===== src/rtl/eth_stream_fcs_checker_pkg.sv =====
// Shared eth-stream types, CRC-32 constants and helpers.
// Used by the FCS checker, its CRC sub-module and the stream interface.
package eth_stream_pkg;

  typedef logic [1:0] eth_keep_t;

  localparam logic [31:0] CRC32_POLY    = 32'hEDB8_8320;
  localparam logic [31:0] CRC32_INIT    = 32'hFFFF_FFFF;
  localparam logic [31:0] CRC32_RESIDUE = 32'hDEBB_20E3;

  // Reflected CRC-32, one byte, LSB first.
  function automatic logic [31:0] crc32_byte(input logic [31:0] crc, input logic [7:0] data_byte);
    logic [31:0] c;
    c = crc ^ {24'h0, data_byte};
    for (int i = 0; i < 8; i++) begin
      c = c[0] ? ((c >> 1) ^ CRC32_POLY) : (c >> 1);
    end
    return c;
  endfunction

  function automatic logic [31:0] sat_inc(input logic [31:0] v);
    return (v == 32'hFFFF_FFFF) ? v : v + 32'd1;
  endfunction

endpackage


===== src/rtl/eth_stream_fcs_checker_crc.sv =====
// Running FCS register; next value and residue match are combinational
// over the beat being accepted (4 bytes, or keep+1 on a last beat).
module eth_fcs_crc32
  import eth_stream_pkg::*;
(
  input  logic        i_clk,
  input  logic        i_rst_n,
  input  logic        i_init,
  input  logic        i_en,
  input  logic        i_last,
  input  logic [31:0] i_data,
  input  eth_keep_t   i_keep,
  output logic [31:0] o_crc_next,
  output logic        o_match
);

  logic [31:0] crc;

  always_comb begin
    o_crc_next = crc;
    for (int i = 0; i < 4; i++) begin
      if (!i_last || i <= int'(i_keep)) begin
        o_crc_next = crc32_byte(o_crc_next, i_data[8*i +: 8]);
      end
    end
    o_match = (o_crc_next == CRC32_RESIDUE);
  end

  always_ff @(posedge i_clk) begin
    if (!i_rst_n) begin
      crc <= CRC32_INIT;
    end else if (i_en) begin
      crc <= i_init ? CRC32_INIT : o_crc_next;
    end
  end

endmodule


===== config.mk =====
export PLATFORM = sky130hd
export DESIGN_NAME = eth_fcs_crc32
export DESIGN_NICKNAME = d
export VERILOG_FILES = /design/src/rtl/eth_stream_fcs_checker_pkg.sv /design/src/rtl/eth_stream_fcs_checker_crc.sv
export SDC_FILE = /design/constraint.sdc
export NUM_CORES = 1
export LEC_CHECK = 0
export CORE_ASPECT_RATIO = 0.6
export CORE_UTILIZATION = 53
export DETAILED_ROUTE_END_ITERATION = 7
export GPL_ROUTABILITY_DRIVEN = 1
export PLACE_DENSITY = 0.81
export SYNTH_ARGS = -nofsm -noshare
export SYNTH_HDL_FRONTEND = slang
export SYNTH_SLANG_ARGS = --single-unit

===== constraint.sdc =====
create_clock -name i_clk -period 10.26 [get_ports i_clk]
set_input_delay 3.078 -clock i_clk [delete_from_list [all_inputs] [get_ports i_clk]]
set_output_delay 3.078 -clock i_clk [all_outputs]
set_load 0.02 [all_outputs]

==> qor.yml, run 1 <==
htree_levels: 2
synth_edf_count: 0
grt-worst-endpoint: "o_match"
syn_area_um2: 6270
clk_path_buf_depth: 2
synth_area_per_cell_um2: 9.42
yosysSeqAreaShare_pct: 10.2
post-place-ws_ps: -1480
run_status: "aborted with a tool error"
syn_nets: 705
yosysWarnings: 0
start_util_pct: 55.0
synthFlopType: "dfxtp_1"
ys_types: 58
std_cell_rows: 30
error_line: "[ERROR DPL-0038] Utilization greater than 100%, impossible to legalize"
root_buffer: "clkbuf_16"
place_congestion: 0.954
numCtsBuffers: 5
clock_sinks: 32
grt_max_degree: 44
syn-instance-count: 666
post-dp-hpwl_um: 21300
io_buffers: 71
hold_buffers: 0
worst-ep-kind: "primary output"
failed_stage: "global routing"
pin_count: 72
die_h_um: 86.3
async_reset_ff_share_pct: 0
ys_ff_latch: 32
die_w_um: 142
cell families after synthesis:
group | Yosys count | share of synthesized area [%]
xor gates and xnor gates | 303 | 59.3
and+or+nand+nor | 156 | 11.4
AOI/OAI and AO/OA | 120 | 12.1
DFF | 32 | 10.2
buffers and inverters | 30 | 1.85
muxes | 25 | 5.08
what timing repair did:
item | in CTS
gates resized for setup | 262
pin swaps | 91
buffers inserted | 49
endpoints found under the hold margin | 0
setup endpoints to repair | 33
synthesized netlist by cell type, types with 4 or more instances:
library cell	count	area share, %
xnor2_1	163	23
nand2_1	67	4.0
xor2_1	58	8.1
nor2_1	43	2.6
xnor3_1	38	14
o22ai_1	34	3.4
dfxtp_1	32	10
a21oi_1	28	2.2
clkbuf_1	22	1.3
o21ai_0	22	1.8
mux2i_1	17	2.7
xnor2_2	15	3.9
xnor2_4	10	4.4
nand3_1	9	0.72
xor3_1	9	3.4
and2_1	6	0.60
buf_1	6	0.36
nor3_1	6	0.48
xor2_2	6	1.6
mux2i_4	5	1.8
o21ai_1	5	0.40
or3_1	5	0.50
a21boi_0	4	0.48
nand2b_1	4	0.40
o211ai_1	4	0.48
through the flow:
| stage | cells | cell area (um^2) |
|---|---|---|
| floorplan | 666 | 6450 |
| global placement | 1140 | 9360 |
| detailed placement | 1140 | 9360 |
| CTS | 1196 | 10500 |
==> inputs of run 2 (changes only) <==
CORE_ASPECT_RATIO = unset   (was 0.6)
CORE_UTILIZATION = 40   (was 53)
PLACE_DENSITY = unset   (was 0.81)
PLACE_DENSITY_LB_ADDON = 0.15   (was unset)
clock period = 13.3 ns   (was 10.26 ns; I/O delays follow)
==> qor.yml, run 2 <==
endpoint: "o_crc_next[29]"
cp-startpoint: "i_data[1]"
worstPathMaxFanout: 4
slowest_stage: "clkdlybuf4s50_1"
io_buffers: 71  # unchanged
layout_common_cells: "buf_4, xnor2_1, nand2_1"
async_reset_ff_share_pct: 0  # unchanged
worstMarginPinSlew_ps: 1260
yosysSeqAreaShare_pct: 10.2  # unchanged
r2r-end: "crc[26]"
drc_errors: 0
critPathLaunchType: "input port"
setup_violations: 0
pin_count: 72  # unchanged
wl_per_cell_um: 20.5
highest_layer: "met4"
start_util_pct: 41.1  # -14 points
fmax_ghz: 0.0759
root_buffer: "clkbuf_16"
ys_ff_latch: 32  # unchanged
ys_top_cells_by_area: "xnor2_1, xnor3_1, dfxtp_1"
regMostFlops: "crc"
drive_gt1_share_pct: 28.1
insertion_delay_ps: 270
max-cap-violations: 0
place_congestion: 0.943  # -1.1%
crit_required_ps: 9310
die_area_um2: 16200
synth_edf_count: 0  # unchanged
clk_pin_slew_ps: 50
synth_top_family_by_area: "XOR/XNOR gates"
drt_iter0_drc: 457
synthAdderAreaFrac_pct: 0  # unchanged
detail_route.vias_per_cell: 5.07
synthTopCellsByCount: "xnor2_1, nand2_1, xor2_1"
std_cell_rows: 45  # +50%
overflow: 0
cpLargestDelayFamily: "XOR/XNOR gates"
grt_pass1_wl_um: 34300
max-slew-margin-rel_pct: 16.2
wl_met2_um: 10800
synthXorXnorAreaFrac_pct: 59.3  # unchanged
fin_nets: 940
totalWireLength_um: 22800
reg.largest.list: "crc: 32 flops"
clk_path_buf_depth: 2  # unchanged
period_share_pct: 99.0
synth_top_area_share_pct: 22.8  # unchanged
min_period_ps: 13170
syn_area_um2: 6270  # unchanged
holdCritPathClass: "flop to flop"
crit_path_end_kind: "output pin"
rr_startpoint: "crc[1]"
tritoncts: "done"
clock_skew_ps: 2.28
first_global_vias: 5641
finalMaxSlewViolations: 0
crit_arrival_ps: 9180
wl_met3_um: 1090
cp_num_cells: 16
grt_max_degree: 44
synth-compound-area-share_pct: 12.1  # unchanged
largest_register_ffs: 32
cp_common_cell: "xnor3_1"
fillers: 1328
synth.most_common_cell: "xnor2_1"
drtAntennaViolNets: 0
numCtsBuffers: 5  # unchanged
ys_types: 58  # unchanged
clock_sinks: 32  # unchanged
path_buf_inv: 4
final_common_cell: "buf_4"
diodes: 0
synthMuxAreaShare_pct: 5.08  # unchanged
r2r_slack_ps: 8260
rsz0062_at_grt: "false"
syn_nets: 705  # unchanged
synthSimpleGateAreaFrac_pct: 11.4  # unchanged
slowest_delay_ps: 710
tns_ps: 0
crit_type: "input port to output pin"
vias: 5635
synthFlopType: "dfxtp_1"
yosysWarnings: 0  # unchanged
run_status: "finished clean"
hold_viol: 0
syn_to_final_growth_pct: 40.5
grt_usage_pct: 29.0
die_h_um: 127  # +47%
syn-instance-count: 666  # unchanged
first_pass_iters: 5
synth_top_cell_by_area: "xnor2_1"
r2r_cells: 19
synth_area_per_cell_um2: 9.42  # unchanged
grt_antenna_before_repair: 0
die_w_um: 127  # -11%
wl_met1_um: 10300
post-dp-hpwl_um: 19400  # -8.9%
htree_levels: 2  # unchanged
path_cells: "clkdlybuf4s50_1 -> xor2_1 -> buf_4 -> xnor3_1 -> xnor3_1 -> a21oi_4 -> buf_4 -> xnor2_2 -> xnor3_1 -> mux2i_4 -> xnor2_1 -> xnor2_2 -> xor2_2 -> xor2_1 -> o21ai_0 -> clkdlybuf4s50_1"
core_area_um2: 15300
run 2: worst reg2reg max path, cell delays in order, from the launching register on:
cell     delay, ps
dfxtp_1        470
xnor3_1        610
xnor2_4        200
buf_4          150
xnor3_1        410
a21oi_2        170
buf_4          160
xnor2_4        150
xnor3_1        390
mux2i_4        280
xnor2_1        170
xnor2_2        380
xor2_2         340
xor2_2         230
xnor2_1        170
buf_4          140
o21ai_1         90
buf_4          160
o22ai_1        110
nand2_1         90
run 2: cell type report:
type	instances	area, um^2	share of cell area (%)
multi-input combinational	604	5600	63.5
timing repair buffer	257	2160	24.5
sequential	32	641	7.27
tap	211	264	2.99
clock buffer	7	153	1.73
inverter	1	3.75	0.0426
run 2: cell families after synthesis:
family / count (synthesis)
multiplexers: 25
flip-flops: 32
XOR/XNOR: 303
AO/OA/AOI/OAI: 120
AND/OR/NAND/NOR: 156
buffers and inverters: 30
run 2: worst min path at each step:
stage | start | end | slack, ps | depth (start not counted)
2_1_floorplan | crc[27] | crc[27] | 450 | 2
3_3_place_gp | crc[31] | crc[31] | 480 | 2
3_5_place_dp | crc[31] | crc[31] | 490 | 2
4_1_cts | crc[31] | crc[31] | 500 | 2
5_1_grt | crc[31] | crc[31] | 540 | 2
6_report | crc[31] | crc[31] | 500 | 2
run 2: stage by stage:
stage | area (um^2) | setup WS, ps | util [%] | std cells | hold slack (ps)
2_1_floorplan | 6270 | 684 | - | 666 | 453
3_5_place_dp | 8570 | -206 | 56.2 | 1105 | 489
3_3_place_gp | 8570 | -192 | 56.2 | 1105 | 480
6_report | 8820 | 131 | 57.8 | 1112 | 504
4_1_cts | 8740 | 2.40 | 57.3 | 1112 | 504
5_1_grt | 8820 | 1.40 | 57.8 | 1112 | 544
run 2: timing repair:
item                       in CTS  in global routing
pin swaps                       0                  0
setup endpoints to repair       4                 12
hold buffers                    0                  0
setup buffers                   0                  0
gates resized for setup         6                 20
run 2: per-layer routing:
metal  vias up  track usage, %
met3        27            2.18
met5         -               0
li1       2746               -
met1      2667            39.9
met2       195            48.7
met4         0            8.40
Power of run 2 is not shown: default switching activity piles up to over one toggle a cycle in this logic, so the estimate is an artifact.
==> inputs of run 3 (changes only) <==
CORE_ASPECT_RATIO = 1.5   (was unset)
==> qor.yml, run 3 (synthesis results as in run 2) <==
core_area_um2: 15200  # -0.33%
r2r_cells: 18  # -1
wl_per_cell_um: 21.4  # +4.3%
pin_count: 72  # unchanged
first_pass_iters: 4  # -1
crit_type: "input port to output pin"
reg.largest.list: "crc: 32 flops"
vias: 5660  # +0.44%
worstMarginPinSlew_ps: 1230  # -30.8 ps
clk_pin_slew_ps: 50  # about the same
die_w_um: 104  # -18%
std_cell_rows: 55  # +22%
min_period_ps: 13190  # +20.1 ps
io_buffers: 71  # unchanged
numCtsBuffers: 5  # unchanged
post-cts-setup-buffers: 0  # unchanged
cp_common_cell: "buf_4"
multi_input_area_um2: 5560  # -0.56%
totalWireLength_um: 23300  # +1.9%
drive_gt1_share_pct: 26.7  # -1.4 points
grt_antenna_before_repair: 0  # unchanged
path_cells: "clkdlybuf4s50_1 -> buf_4 -> xnor2_2 -> buf_4 -> xnor2_1 -> xnor2_1 -> xnor3_1 -> mux2i_4 -> xnor2_2 -> xnor3_1 -> mux2i_4 -> buf_12 -> xnor2_4 -> buf_4 -> xor2_2 -> xor2_2 -> xnor2_1 -> mux2i_4 -> buf_4 -> clkdlybuf4s50_1"
drc_errors: 0  # unchanged
r2r_slack_ps: 8270  # about the same
largest_register_ffs: 32  # unchanged
post-dp-hpwl_um: 20100  # +3.6%
grt_max_degree: 44  # unchanged
crit_required_ps: 9310  # about the same
cpLargestDelayFamily: "XOR/XNOR gates"
rsz0062_at_grt: "true"
worst_hold_slack_ps: 519  # +14.6 ps
fillers: 1427  # +7.5%
clk_path_buf_depth: 2  # unchanged
clock_skew_ps: 3.37  # +1.09 ps
insertion_delay_ps: 270  # about the same
holdCritPathClass: "flop to flop"
crit_arrival_ps: 9200  # +20 ps
layout_setup_ws_ps: 111  # -20.1 ps
final_common_cell: "buf_4"
tritoncts: "done"
die_h_um: 155  # +22%
crit_path_end_kind: "output pin"
worstPathMaxFanout: 4  # unchanged
max-cap-violations: 0  # unchanged
seqCellArea_um2: 641  # unchanged
die_area_um2: 16200  # about the same
drtAntennaViolNets: 0  # unchanged
grt_usage_pct: 29.1  # +0.089 points
detail_route.vias_per_cell: 5.21  # +2.8%
clock_sinks: 32  # unchanged
root_buffer: "clkbuf_16"
slowest_delay_ps: 610  # -100 ps
syn_to_final_growth_pct: 37.4
placed_cell_area_um2: 8420  # -1.8%
post-place-ws_ps: -161  # +44.8 ps
setup_violations: 0  # unchanged
fin_nets: 925  # -1.6%
max-slew-margin-rel_pct: 18.0  # +1.9 points
hold_viol: 0  # unchanged
regMostFlops: "crc"
fmax_ghz: 0.0758  # -0.15%
final_area_um2: 8620  # -2.2%
place_congestion: 0.949  # +0.61%
path_buf_inv: 7  # +3
htree_levels: 2  # unchanged
critPathLaunchType: "input port"
cp_num_cells: 20  # +4
drt_iter0_drc: 247  # -46%
diodes: 0  # unchanged
tns_ps: 0  # unchanged
layout_common_cells: "buf_4, xnor2_1, nand2_1, clkdlybuf4s50_1, xor2_1"
first_global_vias: 5693  # +0.92%
run_status: "finished clean"
slowest_stage: "clkdlybuf4s50_1"
finalMaxSlewViolations: 0  # unchanged
start_util_pct: 41.3  # +0.14 points
period_share_pct: 99.2  # +0.15 points
overflow: 0  # unchanged
min_path_cells: 2  # unchanged
grt_pass1_wl_um: 34600  # +0.68%
[run 3: final cells by class]
cell class / count / area share, %
clock buffers: 6 / 1.61
clock inverters: 2 / 0.116
inverters: 1 / 0.0435
multi-input cells: 604 / 64.6
flip-flops and latches: 32 / 7.43
well taps: 199 / 2.89
repair buffers: 242 / 23.4
[run 3: routing by layer]
metal | track usage, % | share of wire (%)
met1 | 33.3 | 38
met2 | 52.4 | 52
met3 | 1.97 | 3.5
met4 | 18.4 | 6.9
met5 | 0 | 0
[run 3: through the flow]
step           utilization [%]  std cells
3_5_place_dp              55.4       1078
2_1_floorplan                -        666
5_1_grt                   56.7       1086
4_1_cts                   56.4       1086
3_3_place_gp              55.4       1078
6_report                  56.7       1086
[run 3: what timing repair did]
action                                  4_1_cts  5_1_grt
endpoints found under the hold margin         0        0
hold buffers                                  0        0
endpoints found under the setup margin        1       11
resized for setup                             3        8
pin swaps                                     0        1
[run 3: worst register-to-register path: stages, from the launching register on]
cell	delay, ps
dfxtp_1	490
xnor3_1	460
xnor3_2	310
xnor3_1	410
a221oi_4	360
xnor2_2	190
xor2_1	260
xor3_1	400
a21oi_4	250
xor2_4	220
buf_4	200
xor2_2	290
xor2_2	250
xnor2_1	180
buf_4	150
o21ai_1	90
buf_4	160
o22ai_1	120
nand2_1	80
[run 3: final timing paths]
| path | startpoint | endpoint |
|---|---|---|
| min | crc[17] | crc[17] |
| max reg2reg | crc[5] | crc[26] |
| min reg2reg | crc[17] | crc[17] |
| max | i_data[2] | o_crc_next[20] |
Power of run 3 is left out for the same reason.
==> inputs of run 4 (changes only) <==
CORE_MARGIN = 8   (was unset)
==> qor.yml, run 4 (synthesis results as in run 2) <==
layout_common_cells: "buf_4, xnor2_1, nand2_1"
clock_sinks: 32  # unchanged
totalWireLength_um: 24100  # +3.6%
max-slew-margin-rel_pct: 23.6  # +5.5 points
fmax_ghz: 0.0756  # -0.28%
path_cells: "clkdlybuf4s50_1 -> xnor2_1 -> xnor3_1 -> xnor2_1 -> xnor3_1 -> mux2i_4 -> xor2_1 -> xnor3_1 -> xnor2_1 -> a21boi_0 -> xnor2_1 -> mux2i_1 -> and4b_1 -> nand4_1 -> nor4_2 -> clkdlybuf4s15_1"
syn_to_final_growth_pct: 37.4  # about the same
numCtsBuffers: 5  # unchanged
slowest_stage: "a21boi_0"
detail_route.vias_per_cell: 5.11  # -2.0%
root_buffer: "clkbuf_16"
wl_met3_um: 861  # +6.8%
die_w_um: 118  # +13%
wl_per_cell_um: 22.1  # +3.3%
crit_arrival_ps: 9240  # +40 ps
wl_met1_um: 9030  # +2.7%
hold_viol: 0  # unchanged
grt_usage_pct: 24.0  # -5.1 points
hold_path_startpoint: "crc[31]"
final_common_cell: "buf_4"
crit_type: "input port to output pin"
worstMarginPinSlew_ps: 1150  # -80.2 ps
crit_required_ps: 9310  # about the same
cp_common_cell: "xnor2_1"
run_status: "finished clean"
post-dp-hpwl_um: 20800  # +3.6%
wl_met2_um: 13000  # +7.6%
insertion_delay_ps: 270  # about the same
place_congestion: 0.957  # +0.85%
first_pass_iters: 6  # +2
max-cap-violations: 0  # unchanged
worstPathMaxFanout: 4  # unchanged
min_period_ps: 13230  # +37.6 ps
rsz0062_at_grt: "true"
diodes: 0  # unchanged
start_util_pct: 40.5  # -0.74 points
reg.largest.list: "crc: 32 flops"
die_h_um: 169  # +9.0%
tritoncts: "done"
cpLargestDelayFamily: "XOR/XNOR gates"
critPathLaunchType: "input port"
period_share_pct: 99.4  # +0.28 points
cp_num_cells: 16  # -20%
grt_max_degree: 44  # unchanged
overflow: 0  # unchanged
holdCritPathClass: "flop to flop"
regMostFlops: "crc"
highest_layer: "met4"
slowest_delay_ps: 570  # -40 ps
first_global_vias: 6047  # +6.2%
clk_path_buf_depth: 2  # unchanged
largest_register_ffs: 32  # unchanged
layout_setup_ws_ps: 73.7  # -37.6 ps
r2r_cells: 18  # unchanged
fin_nets: 925  # unchanged
drive_gt1_share_pct: 26.7  # +0.030 points
core_area_um2: 15500  # +1.8%
min_path_cells: 2  # unchanged
layoutNonFillerInstCount: 1089  # +0.28%
drc_errors: 0  # unchanged
drtAntennaViolNets: 0  # unchanged
final_area_um2: 8620  # about the same
clk_pin_slew_ps: 50  # about the same
drt_iter0_drc: 451  # +83%
htree_levels: 2  # unchanged
cp-startpoint: "i_data[5]"
post-place-ws_ps: -357  # -196 ps
vias: 5563  # -1.7%
crit_path_end_kind: "output pin"
clock_skew_ps: 4.64  # +1.27 ps
pin_count: 72  # unchanged
grt_pass1_wl_um: 36300  # +5.1%
path_buf_inv: 2  # -5
finalMaxSlewViolations: 0  # unchanged
std_cell_rows: 56  # +1.8%
post-cts-setup-buffers: 0  # unchanged
grt_antenna_before_repair: 0  # unchanged
dp.cells: 1082  # +0.37%
placed_cell_area_um2: 8430  # about the same
io_buffers: 71  # unchanged
die_area_um2: 20000  # +24%
hold_buffers: 0  # unchanged
setup_violations: 0  # unchanged
worst_hold_slack_ps: 497  # -22.2 ps
rr_startpoint: "crc[1]"
## run 4: area by class of cell
cell class              instances  area [um^2]
fillers                      1449         6860
multi-input cells             604         5570
repair buffers                242         2020
flip-flops and latches         32          641
well taps                     203          254
clock buffers                   6          129
clock inverters                 1         5.00
inverters                       1         3.75
## run 4: what timing repair did
item,4_1_cts,5_1_grt
hold endpoints to repair,0,0
gates resized for setup,6,12
setup endpoints to repair,4,11
## run 4: final timing paths
path         slack (ps)      end
max                  70  o_match
min                 500  crc[31]
max reg2reg        8220  crc[26]
min reg2reg         500  crc[31]
## run 4: metrics by stage
stage / TNS [ps] / utilization (%)
after floorplan: 0 / -
after global placement: -322 / 54.4
after detailed placement: -382 / 54.4
after CTS: 0 / 55.5
after global routing: -158 / 55.7
final: 0 / 55.7
## run 4: worst register-to-register path: cells and delay by family (launching register included)
| kind | cells | cell delay [ps] |
|---|---|---|
| AO/OA/AOI/OAI | 3 | 490 |
| multiplexers | 1 | 290 |
| buffers and inverters | 3 | 460 |
| AND/OR/NAND/NOR | 1 | 100 |
| XOR/XNOR | 10 | 3090 |
| flip-flops | 1 | 490 |
## run 4: per-layer routing
layer  vias to the layer above  GRT usage, %
li1                       2721             -
met1                      2645          25.5
met2                       146          45.5
met3                        51          3.03
met4                         0          11.7
met5                         -             0
Power of run 4 is left out for the same reason.
